**src/rtl/mips_ctrl_pkg.sv**
```systemverilog
// Shared encodings for the multi-cycle MIPS control FSM: states, opcodes and datapath mux selects.
package mips_ctrl_pkg;

   typedef enum logic [3:0] {
      S_IDLE     = 4'd0,
      S_FETCH    = 4'd1,
      S_DECODE   = 4'd2,
      S_MEMADR   = 4'd3,
      S_MEMRD    = 4'd4,
      S_MEMWB    = 4'd5,
      S_MEMWR    = 4'd6,
      S_RTYPE_EX = 4'd7,
      S_RTYPE_WB = 4'd8,
      S_BEQ_EX   = 4'd9,
      S_ADDI_EX  = 4'd10,
      S_IMM_WB   = 4'd11,
      S_JUMP     = 4'd12,
      S_LOGI_EX  = 4'd13
   } state_e;

   localparam logic [5:0] OP_RTYPE = 6'b000000;
   localparam logic [5:0] OP_J     = 6'b000010;
   localparam logic [5:0] OP_BEQ   = 6'b000100;
   localparam logic [5:0] OP_ADDI  = 6'b001000;
   localparam logic [5:0] OP_ANDI  = 6'b001100;
   localparam logic [5:0] OP_ORI   = 6'b001101;
   localparam logic [5:0] OP_LW    = 6'b100011;
   localparam logic [5:0] OP_SW    = 6'b101011;

   localparam logic [1:0] ALU_ADD   = 2'b00;
   localparam logic [1:0] ALU_SUB   = 2'b01;
   localparam logic [1:0] ALU_FUNCT = 2'b10;
   localparam logic [1:0] ALU_LOGIC = 2'b11;

   localparam logic [1:0] PC_SRC_ALU    = 2'b00;
   localparam logic [1:0] PC_SRC_ALUOUT = 2'b01;
   localparam logic [1:0] PC_SRC_JUMP   = 2'b10;

   localparam logic [1:0] SRCB_REG    = 2'b00;
   localparam logic [1:0] SRCB_FOUR   = 2'b01;
   localparam logic [1:0] SRCB_IMM    = 2'b10;
   localparam logic [1:0] SRCB_IMM_SH = 2'b11;

endpackage

```
**src/rtl/mips_mem_timeout.sv**
```systemverilog
// Memory wait watchdog: counts stalled cycles of the current access, sets sticky mem_err on the
// MEM_TIMEOUT-th cycle of an access (even if it completes then); never aborts the access.
module mips_mem_timeout #(
   parameter int MEM_TIMEOUT = 255
) (
   input  logic clk,
   input  logic rst_n,
   input  logic mem_req,
   input  logic mem_ready,
   output logic mem_err
);

   localparam logic [7:0] LIMIT = 8'(MEM_TIMEOUT);

   logic [7:0] cnt_q, cnt_d;
   logic       err_q, err_d;

   // Counter is zero whenever an access starts, since every completion or non-memory cycle clears it.
   always_comb begin
      cnt_d = '0;
      err_d = err_q;
      if (mem_req) begin
         if (cnt_q == LIMIT - 8'd1)
            err_d = 1'b1;
         if (!mem_ready)
            cnt_d = (cnt_q == LIMIT) ? cnt_q : cnt_q + 8'd1;
      end
   end

   always_ff @(posedge clk or negedge rst_n) begin
      if (!rst_n) begin
         cnt_q <= '0;
         err_q <= 1'b0;
      end else begin
         cnt_q <= cnt_d;
         err_q <= err_d;
      end
   end

   assign mem_err = err_q;

endmodule

```
**src/rtl/mips_multicycle_ctrl.sv**
```systemverilog
// Multi-cycle MIPS main control FSM, one state per cycle, memory states stall on mem_ready.
// Define LOGIC_IMM_EN to decode andi/ori into a zero-extending logic-immediate path.
module mips_multicycle_ctrl
   import mips_ctrl_pkg::*;
#(
   parameter int CNT_W       = 32,
   parameter int MEM_TIMEOUT = 255
) (
   input  logic             clk,
   input  logic             rst_n,
   input  logic [5:0]       opcode,
   input  logic             mem_ready,
   output logic             mem_req,
   output logic             mem_write,
   output logic             iord,
   output logic             ir_write,
   output logic             pc_write,
   output logic             pc_write_cond,
   output logic [1:0]       pc_src,
   output logic             alu_src_a,
   output logic [1:0]       alu_src_b,
   output logic [1:0]       alu_op,
   output logic             ext_op,
   output logic             reg_dst,
   output logic             mem_to_reg,
   output logic             reg_write,
   output logic             illegal,
   output logic             mem_err,
   output logic [CNT_W-1:0] instr_retired,
   output logic [3:0]       state
);

   state_e           state_q, state_d;
   logic [CNT_W-1:0] retired_q, retired_d;
   logic             retire;

   always_comb begin
      state_d       = state_q;
      retire        = 1'b0;
      mem_req       = 1'b0;
      mem_write     = 1'b0;
      iord          = 1'b0;
      ir_write      = 1'b0;
      pc_write      = 1'b0;
      pc_write_cond = 1'b0;
      pc_src        = PC_SRC_ALU;
      alu_src_a     = 1'b0;
      alu_src_b     = SRCB_REG;
      alu_op        = ALU_ADD;
      ext_op        = 1'b1;
      reg_dst       = 1'b0;
      mem_to_reg    = 1'b0;
      reg_write     = 1'b0;
      illegal       = 1'b0;
      case (state_q)
         S_IDLE: begin
            ext_op  = 1'b0;
            state_d = S_FETCH;
         end
         S_FETCH: begin
            mem_req   = 1'b1;
            alu_src_b = SRCB_FOUR;
            if (mem_ready) begin
               ir_write = 1'b1;
               pc_write = 1'b1;
               state_d  = S_DECODE;
            end
         end
         S_DECODE: begin
            // Branch target is precomputed here so BEQ_EX only has to compare.
            alu_src_b = SRCB_IMM_SH;
            case (opcode)
               OP_LW, OP_SW: state_d = S_MEMADR;
               OP_RTYPE:     state_d = S_RTYPE_EX;
               OP_BEQ:       state_d = S_BEQ_EX;
               OP_ADDI:      state_d = S_ADDI_EX;
               OP_J:         state_d = S_JUMP;
`ifdef LOGIC_IMM_EN
               OP_ANDI, OP_ORI: state_d = S_LOGI_EX;
`endif
               default: begin
                  illegal = 1'b1;
                  state_d = S_FETCH;
               end
            endcase
         end
         S_MEMADR: begin
            alu_src_a = 1'b1;
            alu_src_b = SRCB_IMM;
            state_d   = (opcode == OP_SW) ? S_MEMWR : S_MEMRD;
         end
         S_MEMRD: begin
            mem_req = 1'b1;
            iord    = 1'b1;
            if (mem_ready)
               state_d = S_MEMWB;
         end
         S_MEMWB: begin
            reg_write  = 1'b1;
            mem_to_reg = 1'b1;
            retire     = 1'b1;
            state_d    = S_FETCH;
         end
         S_MEMWR: begin
            mem_req   = 1'b1;
            mem_write = 1'b1;
            iord      = 1'b1;
            if (mem_ready) begin
               retire  = 1'b1;
               state_d = S_FETCH;
            end
         end
         S_RTYPE_EX: begin
            alu_src_a = 1'b1;
            alu_op    = ALU_FUNCT;
            state_d   = S_RTYPE_WB;
         end
         S_RTYPE_WB: begin
            reg_write = 1'b1;
            reg_dst   = 1'b1;
            retire    = 1'b1;
            state_d   = S_FETCH;
         end
         S_BEQ_EX: begin
            alu_src_a     = 1'b1;
            alu_op        = ALU_SUB;
            pc_src        = PC_SRC_ALUOUT;
            pc_write_cond = 1'b1;
            retire        = 1'b1;
            state_d       = S_FETCH;
         end
         S_ADDI_EX: begin
            alu_src_a = 1'b1;
            alu_src_b = SRCB_IMM;
            state_d   = S_IMM_WB;
         end
         S_LOGI_EX: begin
            alu_src_a = 1'b1;
            alu_src_b = SRCB_IMM;
            alu_op    = ALU_LOGIC;
            ext_op    = 1'b0;
            state_d   = S_IMM_WB;
         end
         S_IMM_WB: begin
            reg_write = 1'b1;
            retire    = 1'b1;
            state_d   = S_FETCH;
         end
         S_JUMP: begin
            pc_src   = PC_SRC_JUMP;
            pc_write = 1'b1;
            retire   = 1'b1;
            state_d  = S_FETCH;
         end
         default: begin
            ext_op  = 1'b0;
            state_d = S_IDLE;
         end
      endcase
   end

   always_comb begin
      retired_d = retired_q;
      if (retire)
         retired_d = retired_q + CNT_W'(1);
   end

   always_ff @(posedge clk or negedge rst_n) begin
      if (!rst_n) begin
         state_q   <= S_IDLE;
         retired_q <= '0;
      end else begin
         state_q   <= state_d;
         retired_q <= retired_d;
      end
   end

   mips_mem_timeout #(.MEM_TIMEOUT(MEM_TIMEOUT)) u_timeout (
      .clk       (clk),
      .rst_n     (rst_n),
      .mem_req   (mem_req),
      .mem_ready (mem_ready),
      .mem_err   (mem_err)
   );

   assign instr_retired = retired_q;
   assign state         = state_q;

endmodule

```
**config.mk**
```make
export PLATFORM = sky130hd
export DESIGN_NAME = mips_multicycle_ctrl
export DESIGN_NICKNAME = d
export VERILOG_FILES = /design/src/rtl/mips_ctrl_pkg.sv /design/src/rtl/mips_mem_timeout.sv /design/src/rtl/mips_multicycle_ctrl.sv
export SDC_FILE = /design/constraint.sdc
export NUM_CORES = 1
export LEC_CHECK = 0
export CAP_MARGIN = 20
export CORE_ASPECT_RATIO = 0.5
export CORE_MARGIN = 2
export CORE_UTILIZATION = 53
export DETAILED_ROUTE_END_ITERATION = 10
export GPL_ROUTABILITY_DRIVEN = 0
export PLACE_DENSITY = 0.85
export SYNTH_ARGS = -nofsm -noshare
export SYNTH_HDL_FRONTEND = slang
export SYNTH_SLANG_ARGS = --single-unit
```
**constraint.sdc**
```tcl
create_clock -name clk -period 3.84 [get_ports clk]
set_clock_uncertainty 0.1 [all_clocks]
set_input_delay 0.96 -clock clk [delete_from_list [all_inputs] [get_ports clk]]
set_output_delay 0.96 -clock clk [all_outputs]
set_load 0.005 [all_outputs]
```
==> impl_metrics.json <==
{
  "routedWlPerCell_um": 15.5,
  "synth_cell_types": 43,
  "ioPinCount": 64,
  "gr-usage-all-layers_pct": 24.2,
  "grt_pass1_wl_um": 10000,
  "fmax_mhz": 277,
  "status": "finished, final reports clean",
  "layout-drive-gt1-share_pct": 7.38,
  "routed_wl_um": 6060,
  "worstPathRequired_ps": 2780,
  "syn-num-nets": 273,
  "slew_headroom_pct": 55.3,
  "numPortBuffers": 63,
  "syn_area_per_cell_um2": 9.70,
  "synthFlopType": "dfrtp_1",
  "initial_utilization_pct": 56.4,
  "clock_latency_ps": 300,
  "placed_area_um2": 3200,
  "die_y_um": 52.9,
  "cts.sinks": 45,
  "powerDensity_nw_per_um2": 495,
  "synth_top_cell_by_area": "dfrtp_1",
  "ys_async_sr_fraction_pct": 100,
  "cts_resized": 1,
  "grt_max_degree": 46,
  "grt_pass1_vias": 2138,
  "finalInstanceArea_um2": 3330,
  "cp-start-kind": "input port",
  "clk_pin_slew_ps": 90,
  "path_class": "in2out",
  "setup_viol": 0,
  "ys_seq_area_share_pct": 44.5,
  "final_max_slew_viol_count": 0,
  "seqPwrFrac_pct": 40.6,
  "viasPerCell": 5.65,
  "cts_root_buffer": "clkbuf_8",
  "fp-row-count": 17,
  "rsz0062_at_grt": "no",
  "dp_hpwl_um": 4290,
  "placed_cells": 382,
  "die_area_um2": 5380,
  "cp_num_buf_inv": 2,
  "drc": 0,
  "power.switching_mw": 0.578,
  "min_path_type": "in2async",
  "critPathCaptureType": "primary output",
  "maxCapViolCount": 0,
  "final_nets": 336,
  "post_cts_buffers": 0,
  "synthesis.area_um2": 2530,
  "syn2layout_area_growth_pct": 31.5,
  "h-tree-depth": 2,
  "synth_edf_count": 0,
  "netlist.area_leader.share_pct": 44.5,
  "syn_inst": 261,
  "p_leak_nw": 1.37,
  "overflow": 0,
  "layout.cells.non_filler": 391,
  "power_mw": 1.65,
  "synthTopCellsByArea": "dfrtp_1 (44%), xnor2_1 (9.3%), nor2_1 (3.6%)",
  "path_cells": "clkdlybuf4s50_1 > xor2_1 > mux2i_1 > nor4_1 > a2111oi_0 > dlygate4sd2_1",
  "coreArea_um2": 4490,
  "period_share_pct": 94.0,
  "p_int_mw": 1.07,
  "cts_made_buffers": 5,
  "drt_pass1_iterations": 4,
  "finalCriticalPeriod_ps": 3610,
  "hold_viol_final": 0,
  "ir_drop_mv": 0.222,
  "cts_hold_buf": 0,
  "switching_share_pct": 35.1,
  "setup-tns-final_ps": 0,
  "critPathTopFamily": "buffers and inverters",
  "ant_nets": 0,
  "cp_max_fo": 5,
  "yosysWarnings": 0,
  "vias": 2210,
  "drt_iter0_markers": 89,
  "clockBufferDepth": 2,
  "antenna_found_initial": 0,
  "holdWs_ps": 358,
  "cts_tree": "built",
  "critical_path_arrival_ps": 2550,
  "synth_seq_cells": 45,
  "cpPeakStageDelay_ps": 500,
  "die-width_um": 102,
  "diodes": 0,
  "worst_pin_slew_ps": 670,
  "pwr-share-comb_pct": 37.4,
  "slowest_stage": "clkdlybuf4s50_1",
  "clock_power_share_pct": 22.0,
  "fill_cells": 336
}
-- cell type report --
cell class,instances,area [um2],area share [%]
Inverter,2,7.51,0.226
Timing Repair Buffer,64,644,19.4
Clock buffer,6,72.6,2.18
Multi-Input combinational cell,206,1360,40.8
Sequential cell,45,1130,33.8
Tap cell,66,82.6,2.48
Clock inverter,2,38.8,1.17
-- sequential cells by signal, summed over array words and instances (netlist names) --
| signal | cells |
|---|---|
| instr_retired | 32 |
| state | 4 |
| u_timeout.cnt_q | 8 |
| u_timeout.mem_err | 1 |
-- synthesized netlist by cell type, types with 2 or more instances --
library cell / count
a211oi_1: 3
a21o_1: 3
a21oi_1: 7
a21oi_4: 2
a31oi_1: 4
and2_1: 4
and3_1: 11
and4_1: 4
buf_2: 3
clkbuf_1: 4
dfrtp_1: 45
ha_1: 3
inv_1: 2
nand2_1: 19
nand2b_1: 9
nand3_1: 16
nand4_1: 14
nor2_1: 24
nor2b_1: 4
nor3_1: 9
nor4_1: 3
o21a_1: 2
o21ai_0: 9
or2_2: 3
xnor2_1: 27
xor2_1: 10
-- layer usage --
layer	GRT usage (%)	part of all wire, %	up-vias
met5	0	0	-
met4	6.98	1.0	0
met3	5.02	4.9	8
met2	42.9	51	73
met1	30.3	43	1081
li1	-	-	1048
-- stage by stage --
stage | setup WS, ps | util (%)
5_1_grt | 115 | 74.2
6_report | 230 | 74.2
2_1_floorplan | 1130 | -
3_3_place_gp | 93.2 | 71.3
3_5_place_dp | 0.892 | 71.3
4_1_cts | 209 | 73.7
-- cell families after synthesis --
logic type	synth area share, %
AOI/OAI and AO/OA	11.2
buffers and inverters	1.93
adders and majority gates	1.48
xor gates and xnor gates	12.8
DFF	44.5
muxes	0.840
and+or+nand+nor	27.3
-- cell usage in the layout, fill, tap and decap left out, types with 3 or more instances in the layout --
master / count
clkdlybuf4s50_1: 61
dfrtp_1: 45
xnor2_1: 27
nor2_1: 24
nand2_1: 19
nand3_1: 16
nand4_1: 14
and3_1: 11
xor2_1: 10
nand2b_1: 9
nor3_1: 9
o21ai_0: 9
a21oi_1: 7
clkbuf_8: 5
nor2b_1: 4
and2_1: 4
and4_1: 4
a31oi_1: 4
or2_2: 3
a21o_1: 3
nor4_1: 3
a211oi_1: 3
ha_1: 3
-- power groups by stage --
stage                     clock [mW]  combinational, mW  sequential (mW)
final                          0.362              0.616            0.670
after global routing           0.391              0.683            0.686
after CTS                      0.364              0.617            0.667
after detailed placement           0              0.618            0.674
after global placement             0              0.594            0.665
after floorplan                    0              0.393            0.593
-- final timing paths --
check | start | end | slack [ps] | depth (start not counted)
min in group clk | u_timeout.mem_err | u_timeout.mem_err | 370 | 1
min | rst_n | instr_retired[9] | 360 | 1
max | opcode[3] | illegal | 230 | 6
max reg2reg | state[0] | state[1] | 1560 | 5
max in group asynchronous | rst_n | u_timeout.cnt_q[1] | 2840 | 2
min reg2reg | u_timeout.mem_err | u_timeout.mem_err | 370 | 1
Note: power is estimated with default switching activity, not from simulation.
